### src/rtl/gwe_gen.sv
// gwe_gen: run/halt/single-step global write enable for the divided slow clock domain.
// Optional step_btn debounce filter when GWE_DEBOUNCE_EN is defined.
module gwe_gen #(
  parameter int DIV_LOG2  = 3,
  parameter int DB_CYCLES = 16,
  parameter int CNT_W     = 32
) (
  input  logic                clk,
  input  logic                rst,
  input  logic                run_en,
  input  logic                halt,
  input  logic                step_btn,
  output logic [DIV_LOG2-1:0] phase,
  output logic                gwe,
  output logic [1:0]          mode,
  output logic [CNT_W-1:0]    gwe_count
);

  typedef enum logic [1:0] {
    MODE_RUN  = 2'b00,
    MODE_HALT = 2'b01,
    MODE_STEP = 2'b10
  } mode_t;

  mode_t mode_q;
  mode_t mode_nxt;
  logic  boundary;
  logic  sync1;
  logic  sync2;
  logic  btn_lvl;
  logic  lvl_q;
  logic  step_evt;
  logic  pend;

  assign mode     = mode_q;
  assign boundary = (phase == {DIV_LOG2{1'b1}});

  always_ff @(posedge clk) begin
    if (rst) begin
      phase <= '0;
      sync1 <= 1'b0;
      sync2 <= 1'b0;
      lvl_q <= 1'b0;
    end else begin
      phase <= phase + DIV_LOG2'(1);
      sync1 <= step_btn;
      sync2 <= sync1;
      lvl_q <= btn_lvl;
    end
  end

`ifdef GWE_DEBOUNCE_EN
  localparam int DBW = $clog2(DB_CYCLES + 1);
  logic [DBW-1:0] db_cnt;
  logic           filt;

  // The filtered level flips only after DB_CYCLES consecutive samples disagree with it.
  always_ff @(posedge clk) begin
    if (rst) begin
      db_cnt <= '0;
      filt   <= 1'b0;
    end else if (sync2 == filt) begin
      db_cnt <= '0;
    end else if (db_cnt == DBW'(DB_CYCLES - 1)) begin
      db_cnt <= '0;
      filt   <= sync2;
    end else begin
      db_cnt <= db_cnt + DBW'(1);
    end
  end

  assign btn_lvl = filt;
`else
  assign btn_lvl = sync2;
`endif

  assign step_evt = btn_lvl & ~lvl_q;

  // A press landing in the boundary cycle itself is honoured for that boundary.
  always_comb begin
    mode_nxt = MODE_HALT;
    if (halt) begin
      mode_nxt = MODE_HALT;
    end else if (run_en) begin
      mode_nxt = MODE_RUN;
    end else if (pend || step_evt) begin
      mode_nxt = MODE_STEP;
    end
  end

  always_ff @(posedge clk) begin
    if (rst) begin
      mode_q    <= MODE_HALT;
      gwe       <= 1'b0;
      gwe_count <= '0;
      pend      <= 1'b0;
    end else if (boundary) begin
      mode_q <= mode_nxt;
      gwe    <= (mode_nxt != MODE_HALT);
      pend   <= 1'b0;
      if (mode_nxt != MODE_HALT) begin
        gwe_count <= gwe_count + CNT_W'(1);
      end
    end else if (step_evt) begin
      pend <= 1'b1;
    end
  end

endmodule

### config.mk
export PLATFORM = sky130hd
export DESIGN_NAME = gwe_gen
export DESIGN_NICKNAME = d
export VERILOG_FILES = /design/src/rtl/gwe_gen.sv
export SDC_FILE = /design/constraint.sdc
export NUM_CORES = 1
export LEC_CHECK = 0
export ABC_AREA = 0
export CORE_ASPECT_RATIO = 1.75
export CORE_MARGIN = 8
export CORE_UTILIZATION = 45
export DETAILED_ROUTE_END_ITERATION = 7
export PLACE_DENSITY = 0.71
export SETUP_SLACK_MARGIN = 0.02
export SYNTH_ARGS = -nofsm -noshare
export SYNTH_HDL_FRONTEND = slang
export SYNTH_SLANG_ARGS = --single-unit
### constraint.sdc
create_clock -name clk -period 3.8 [get_ports clk]
set_input_delay 0.76 -clock clk [delete_from_list [all_inputs] [get_ports clk]]
set_output_delay 0.76 -clock clk [all_outputs]
set_load 0.02 [all_outputs]
; Yosys cells after proc, flatten, opt, wreduce, memory -nomap -nowiden
; Index checks and enable logic that the tools add are counted.
[op_classes]
add_sub_neg = 2
n_eq_ne = 2
muxes = 3
n_bitwise = 2
n_reduce_logical = 3
[op_table]
columns = operator, count
row1 = adder 32 x 1 -> 32 bit (second input constant), 1
row2 = 2-to-1 mux 2 bit, 3
row3 = adder 3 x 1 -> 3 bit (second input constant), 1
row4 = equality test 3 bit (second input constant), 1
row5 = != test 2 x 1 -> 1 bit (second input constant), 1
row6 = AND reduction 2 bit, 1
row7 = OR reduction 2 bit, 1
row8 = AND 1 bit, 1
row9 = logical OR 1 bit, 1
row10 = NOT 1 bit, 1
[totals]
ff_bits = 42
in_bits = 5
out_inout_bits = 38
word_cells = 20

; Longest topological paths before layout
; Gate-level depths: netlist of run 1.
[logic_depth]
word_depth = 8
mapped_depth = 8

; Worst setup path before layout of run 1
; No wires, ideal clock.
[synth_path]
path_type = input-to-reg
start = in run_en
end = reg gwe_count[29]
setup_time_ps = 123
arrival_time_ps = 2037
setup_slack_ps = 1639
path_stages = 5
path_cell_list = nor2_1 > a2111o_1 > buf_2 > nor4_1 > mux2_1
[synth_between]
elab_chain_len = 4
[synth_rtl]
columns = item, line_no
row1 = "start, declared", 10  ; input logic run_en,
row2 = 2-to-1 mux 2 bit, 84  ; end else if (run_en) begin
row3 = 2-to-1 mux 2 bit, 82  ; if (halt) begin
row4 = != test 2 x 1 -> 1 bit, 101  ; if (mode_nxt != MODE_HALT) begin
row5 = AND reduction 2 bit (no source line), -
row6 = "end signal, assigned", 102  ; gwe_count <= gwe_count + CNT_W'(1);
row7 = "end, declared", 16  ; output logic [CNT_W-1:0] gwe_count
; No other way between the ends.
; A chain may end at the register's enable or synchronous reset.

; Worst setup path in the final report of run 1
[layout_path]
start = in run_en
end = reg gwe_count[28]
; Same word-level chain as after synthesis.

==> impl_results.md, run 1 <==
- Largest net degree at the start of global routing: 33
- First-pass iteration count of the detailed router: 4
- Total Power: 0.7778 mW
- Switch Pwr: 0.1726 mW
- Distinct cells, synth: 35
- Top_reg_cell synth: dfxtp_1
- GRT Residual Overflow: 0
- Antenna Cells: 0
- Final setup TNS: 0 ns
- Cts hold-fix bufs: 0
- Post-CTS resize count: 0
- Final setup vio count: 0
- Startpoint class of the critical path: input pin
- Final hold violations: 0
- FF-to-FF Start: phase[0]
- Critical Path Sink: gwe_count[28]
- CP delay by family, top: compound AO/OA/AOI/OAI gates
- Max VDD drop: 325.7 uV
- Die ar.: 6669 um^2
- Setup CP Type: in2reg
- Post-route ant nets: 0
- Vias per cell: around 5.8
- Arrival @ worst endpoint: roughly 2.9 ns
- Clk pin slew, worst setup/hold paths: about 0.080 ns
- Max stage delay cell, worst path: a2111o_1
- Maxcap violations: 0
- Initial DRC Count: 57
- Die Y: 102.2 um
- Crit path depth: 5
- Max Fclk: between 0.3 and 0.4 GHz
- Mapped Avg Cell Area: ~8.8 um^2
- Worst skew pair latency: 0.30 ns
- Run status: completed
- Max stage delay on crit path: 0.76 ns
- RSZ-0062 raised after global routing: false
- Root buf cell: clkbuf_8
- Post-synthesis net count: 225
- Area occupied by multi-input gates: 1001 um^2
- Number of synthesized register bits: 42
- Share of layout cells above drive strength 1: 0.05039
- R2r setup slk: between 1 and 1.5 ns
- Area grow syn2layout: 28.16%
- Register share of total power: 0.574
- Post-place setup slack: around 0.81 ns
- Core area: just over 4000 um^2
- Post-synthesis sequential area ratio: 0.4401
- Mapped Area: 1911 um^2
- Internal power: 0.6052 mW
- Ys async rst share: 0
- Final Max Slew Viols: 0
- Static Leak: about 0.78 nW
- Logic gate share of total power: 0.041
- Post-synth EDFFs: 0
- Wire per inst: about 15 um
- Setup crit start: run_en
- Slew headroom: 0.4140
- Core Rows: 31
- Switch share: 0.2219
- Crit share post-route: 0.7088
- Vias: around 1.8k
- Filler cells: around 390
- Dpl cell area: 2357 um^2
- Cts bufs inserted: 5
- H-tree Lvls: 2
- WP data required: between 3 and 4 ns
- Hold Slack: ~0.45 ns
- Final #Nets: 265
- DRT Wirelength: roughly 4600 um
- Max Buffers Root-to-Sink: 2
- DR DRC count: 0
- CP max FO: 32
- Buf+Inv Stages, Crit Path: 1
- Antenna violations before repair: 0
- DP HPWL: 3345 um
- Minimum clock period: around 2.7 ns
- CTS tree: yes
- Synth Warn #: 0
- Input/output buffers: 42
- Worst hold path class: reg2reg
- Setup bufs post-CTS: 0
- Clock tree sinks: between 40 and 50
- Initial core utilization: 0.4647
- Total track usage: 0.1435
- Clock Power Share: 0.384
- Die width: 65.26 um
- Number of global-route vias before repair: 1729
- Worst Setup End Kind: register
- Final GP Congestion: approximately 0.79
- PD cells: between 300 and 400 nW/um^2
- R2R depth: 6
- Seq. cell area: 840.8 um^2
- Design Area, Final: around 2400 um^2
- Synthesized instance count: ~220
- PnR worst setup slack: around 1.1 ns
- Worst R2R End: gwe_count[28]
- Worst Max-Slew Pin Slew: between 0.8 and 0.9 ns
- CP Cell Sequence: clkdlybuf4s50_1 -> nor2_1 -> a2111o_1 -> nor4_1 -> mux2_1
- First-pass GRT wire length: ~7800 um
- Ports: 43
- Clock skew: 0.007881 ns
## cells in the mapped netlist (4+ instances only)
cell,n,area share
mux2_1,4,0.024
or4_1,16,0.063
inv_1,5,0.0098
nand2_1,11,0.022
nand3_1,9,0.024
nor2_1,15,0.029
dfxtp_1,42,0.44
a21oi_1,26,0.068
nor4_1,4,0.013
nor2b_1,10,0.033
or3_1,7,0.023
clkbuf_1,8,0.016
nand4_1,6,0.020
o21ai_0,7,0.018
o31ai_1,15,0.059
## logic make-up (layout without fill, tap and decap cells)
kind of cell    Yosys count  count (layout)  synth area share
fa+ha+maj                 3               3           0.01965
mux                       5               5           0.02881
buf+inv                  16              57           0.03602
flops                    42              42            0.4401
simple gates             92              92            0.2809
xor+xnor                  4               4           0.01834
compound gates           55              55            0.1762
## through the flow
stage | instances | utilization
finish | 307 | 0.5956
global route | 307 | 0.5956
CTS | 307 | 0.5956
detailed placement | 299 | 0.5733
global placement | 299 | 0.5733
floorplan | 217 | -
## layout make-up
| type | count | share of cell area |
|---|---|---|
| Multi-Input combinational cell | 159 | 0.4088 |
| Sequential cell | 42 | 0.3434 |
| Timing Repair Buffer | 44 | 0.1778 |
| Clock buffer | 7 | 0.03526 |
| Tap cell | 49 | 0.02504 |
| Inverter | 5 | 0.007665 |
| Clock inverter | 1 | 0.002044 |
## metal layers
layer  vias up  GRT usage  routed length, um
met5         -          0                  0
met4         0    0.05405                 57
met3         5    0.04391                235
met2        35     0.2567               2319
met1       847     0.1516               1971
li1        896          -                  -
## power groups by stage
stage | Clock [mW] | Sequential (mW) | Combinational, mW
3_3_place_gp | 0 | 0.457 | 0.0320
3_5_place_dp | 0 | 0.457 | 0.0326
5_1_grt | 0.319 | 0.447 | 0.0360
4_1_cts | 0.307 | 0.447 | 0.0327
2_1_floorplan | 0 | 0.460 | 0.0147
6_report | 0.299 | 0.447 | 0.0321
## how the worst min path moves through the flow
stage               startpoint       end  cells past startpoint
global route          phase[0]  phase[0]                      1
floorplan                sync1   btn_lvl                      1
detailed placement       sync1   btn_lvl                      1
finish                   sync1   btn_lvl                      1
CTS                      sync1   btn_lvl                      1
global placement      phase[0]  phase[0]                      1
## flip-flops by register name, indices dropped and copies added, names as in the netlist
| register | cells |
|---|---|
| gwe_count | 32 |
| pend | 1 |
| lvl_q | 1 |
| gwe | 1 |
| mode | 2 |
| phase | 3 |
| btn_lvl | 1 |
| sync1 | 1 |
## placed cells by master, fill, tap and decap left out, types with 3 or more instances in the layout
cell	count
a21oi_1	26
clkdlybuf4s50_1	42
nor2_1	15
or4_1	16
ha_1	3
clkbuf_8	6
o21ai_0	7
inv_1	5
nand2_1	11
xnor2_1	3
nand4_1	6
and3_1	3
mux2_1	4
nor2b_1	10
nor4_1	4
o31ai_1	15
or3_1	7
and4_1	3
nand3_1	9
dfxtp_1	42
No activity file was read; power rests on OpenSTA's default activity.
==> run 2, diff against run 1 <==
==> constraint.sdc (replaced) <==
create_clock -name clk -period 2.5 [get_ports clk]
set_input_delay 0.5 -clock clk [delete_from_list [all_inputs] [get_ports clk]]
set_output_delay 0.5 -clock clk [all_outputs]
set_load 0.02 [all_outputs]
==> impl_results.md, run 2 (synthesis gave the netlist of run 1 again) <==
- Run status: completed
- Worst Setup End Kind: register
- Core Rows: 31 (unchanged)
- Die width: 65.26 um (unchanged)
- GRT Residual Overflow: 0 (unchanged)
- Crit share post-route: 0.8807
- Clk pin slew, worst setup/hold paths: 0.08 ns (about the same)
- DP HPWL: 3318 um (-0.81%)
- Worst hold path class: reg2reg
- Hold EP: phase[0]
- Commonest cells after routing, fill and taps aside: dfxtp_1 (42), clkdlybuf4s50_1 (42), a21oi_1 (26)
- Post-place setup slack: 0.005168 ns (-0.8090 ns)
- Die ar.: 6669 um^2 (unchanged)
- Final GP Congestion: 0.7866 (-0.53%)
- Static Leak: 0.8134 nW (+4.3%)
- R2r setup slk: 0.32 ns (-1.06 ns)
- WP data required: 2.68 ns (-1.31 ns)
- Minimum clock period: 2.202 ns
- Hold wc startpoint: phase[0]
- Root buf cell: clkbuf_8
- CTS tree: yes
- Clock skew: 0.003598 ns (-0.004283 ns)
- Final setup TNS: 0 ns (unchanged)
- FF-to-FF Start: phase[0]
- M1 WL: 1907 um (-3.2%)
- H-tree Lvls: 2 (unchanged)
- Largest register FFs: 32 (unchanged)
- R2R depth: 6 (unchanged)
- Vias per cell: 5.718 (-1.6%)
- Post-CTS resize count: 0 (unchanged)
- Number of global-route vias before repair: 1634 (-5.5%)
- Antenna violations before repair: 0 (unchanged)
- Worst R2R End: gwe_count[16]
- Core area: 4111 um^2 (unchanged)
- Top reg by flops: gwe_count
- Final hold violations: 0 (unchanged)
- Setup bufs post-CTS: 0 (unchanged)
- Antenna Cells: 0 (unchanged)
- Wire per inst: 14.67 um (-1.8%)
- Cts hold-fix bufs: 0 (unchanged)
- Vias: 1761 (-1.2%)
- Metal2 WL: 2339 um (+0.86%)
- RSZ-0062 raised after global routing: false
- Cts bufs inserted: 5 (unchanged)
- Uppermost routed layer: met4
- Worst Hold Depth: 1 (unchanged)
- Final Max Slew Viols: 0 (unchanged)
- Met3 WL: 180 um (-23%)
- First-pass iteration count of the detailed router: 4 (unchanged)
- Initial core utilization: 0.4647 (unchanged)
- CP max FO: 32 (unchanged)
- PnR worst setup slack: 0.2983 ns (-0.8081 ns)
- Worst skew pair latency: 0.29 ns (about the same)
- Maxcap violations: 0 (unchanged)
- Total track usage: 0.1385 (-0.004979)
- Final setup vio count: 0 (unchanged)
- Area grow syn2layout: 31.89%
- Largest net degree at the start of global routing: 33 (unchanged)
- Die Y: 102.2 um (unchanged)
- Input/output buffers: 42 (unchanged)
- Setup CP Type: in2reg
- Max Fclk: roughly 0.45 GHz
- DR DRC count: 0 (unchanged)
- Max Buffers Root-to-Sink: 2 (unchanged)
- Arrival @ worst endpoint: 2.39 ns (-0.49 ns)
- Final #Nets: 266 (+0.38%)
- Startpoint class of the critical path: input pin
- Clock tree sinks: 42 (unchanged)
- Share of layout cells above drive strength 1: 0.05792 (+0.007527)
- Slew headroom: 0.5874 (+0.1733)
- Max VDD drop: 678.8 uV (+110%)
- PD cells: 550.1 nW/um^2 (+73%)
- Initial DRC Count: 47 (-18%)
- First-pass GRT wire length: 7472 um (-4.0%)
- Worst Max-Slew Pin Slew: 0.6163 ns (-0.2599 ns)
- Post-route ant nets: 0 (unchanged)
- DRT Wirelength: 4517 um (-1.5%)
- Ports: 43 (unchanged)
[run 2: changes by cell type in the layout (fill, tap and decap cells not counted)]
| cell | change |
|---|---|
| clkinv_2 | -1 |
| clkbuf_1 | -1 |
| buf_12 | +1 |
| bufinv_16 | +2 |
[run 2: worst max-delay path, cell delays in order]
cell and delay (ns):
clkdlybuf4s50_1 0.50, nor2_1 0.07, a2111o_1 0.45, buf_12 0.18, nor4_1 0.34, mux2_1 0.35
[run 2: per-stage QoR]
| step | total power [mW] | hold WS [ns] | instances | utilization | cell area (um^2) |
|---|---|---|---|---|---|
| after floorplan | 0.7217 | 0.4138 | 217 | - | 1911 |
| after global placement | 0.7436 | 0.4169 | 300 | 0.5782 | 2377 |
| after detailed placement | 0.7439 | 0.4234 | 300 | 0.5782 | 2377 |
| after CTS | 1.402 | 0.4436 | 308 | 0.6129 | 2520 |
| after global routing | 1.437 | 0.4586 | 308 | 0.6129 | 2520 |
| final | 1.386 | 0.4488 | 308 | 0.6129 | 2520 |
[run 2: how the worst max path moves through the flow]
stage	slack, ns	startpoint	endpoint	depth (start not counted)
2_1_floorplan	0.34	phase[0]	gwe_count[29]	7
3_5_place_dp	0.005	run_en	gwe_count[29]	6
4_1_cts	0.30	phase[0]	gwe_count[16]	6
6_report	0.30	run_en	gwe_count[29]	6
5_1_grt	0.13	phase[0]	gwe_count[16]	6
3_3_place_gp	0.07	run_en	gwe_count[29]	6
[run 2: cell type report]
type	instances	area [um^2]
Multi-Input combinational cell	159	1001
Fill cell	397	1592
Sequential cell	42	840.8
Tap cell	49	61.31
Timing Repair Buffer	45	455.4
Clock buffer	6	82.58
Inverter	5	18.77
Clock inverter	2	60.06
[run 2: per-layer routing]
layer,GRT usage,up-vias
met5,0,-
met2,0.2430,38
met4,0.06757,0
met1,0.1488,821
met3,0.03513,8
li1,-,894
[run 2: where the power goes]
part | total [mW] | leakage [nW] | switching, mW | internal [mW]
Sequential | 0.679 | 0.339 | 0.00393 | 0.675
Clock | 0.659 | 0.0714 | 0.233 | 0.426
Combinational | 0.0484 | 0.402 | 0.0268 | 0.0216
Total | 1.39 | 0.813 | 0.263 | 1.12
==> run 3, diff against run 2 <==
--- a/config.mk
+++ b/config.mk
@@ -12,6 +12,7 @@
 export DETAILED_ROUTE_END_ITERATION = 7
 export PLACE_DENSITY = 0.71
 export SETUP_SLACK_MARGIN = 0.02
+export SKIP_LAST_GASP = 1
 export SYNTH_ARGS = -nofsm -noshare
 export SYNTH_HDL_FRONTEND = slang
 export SYNTH_SLANG_ARGS = --single-unit
==> results of run 3 <==
Same layout as run 2: the final DEF is identical, and so are final timing and power.
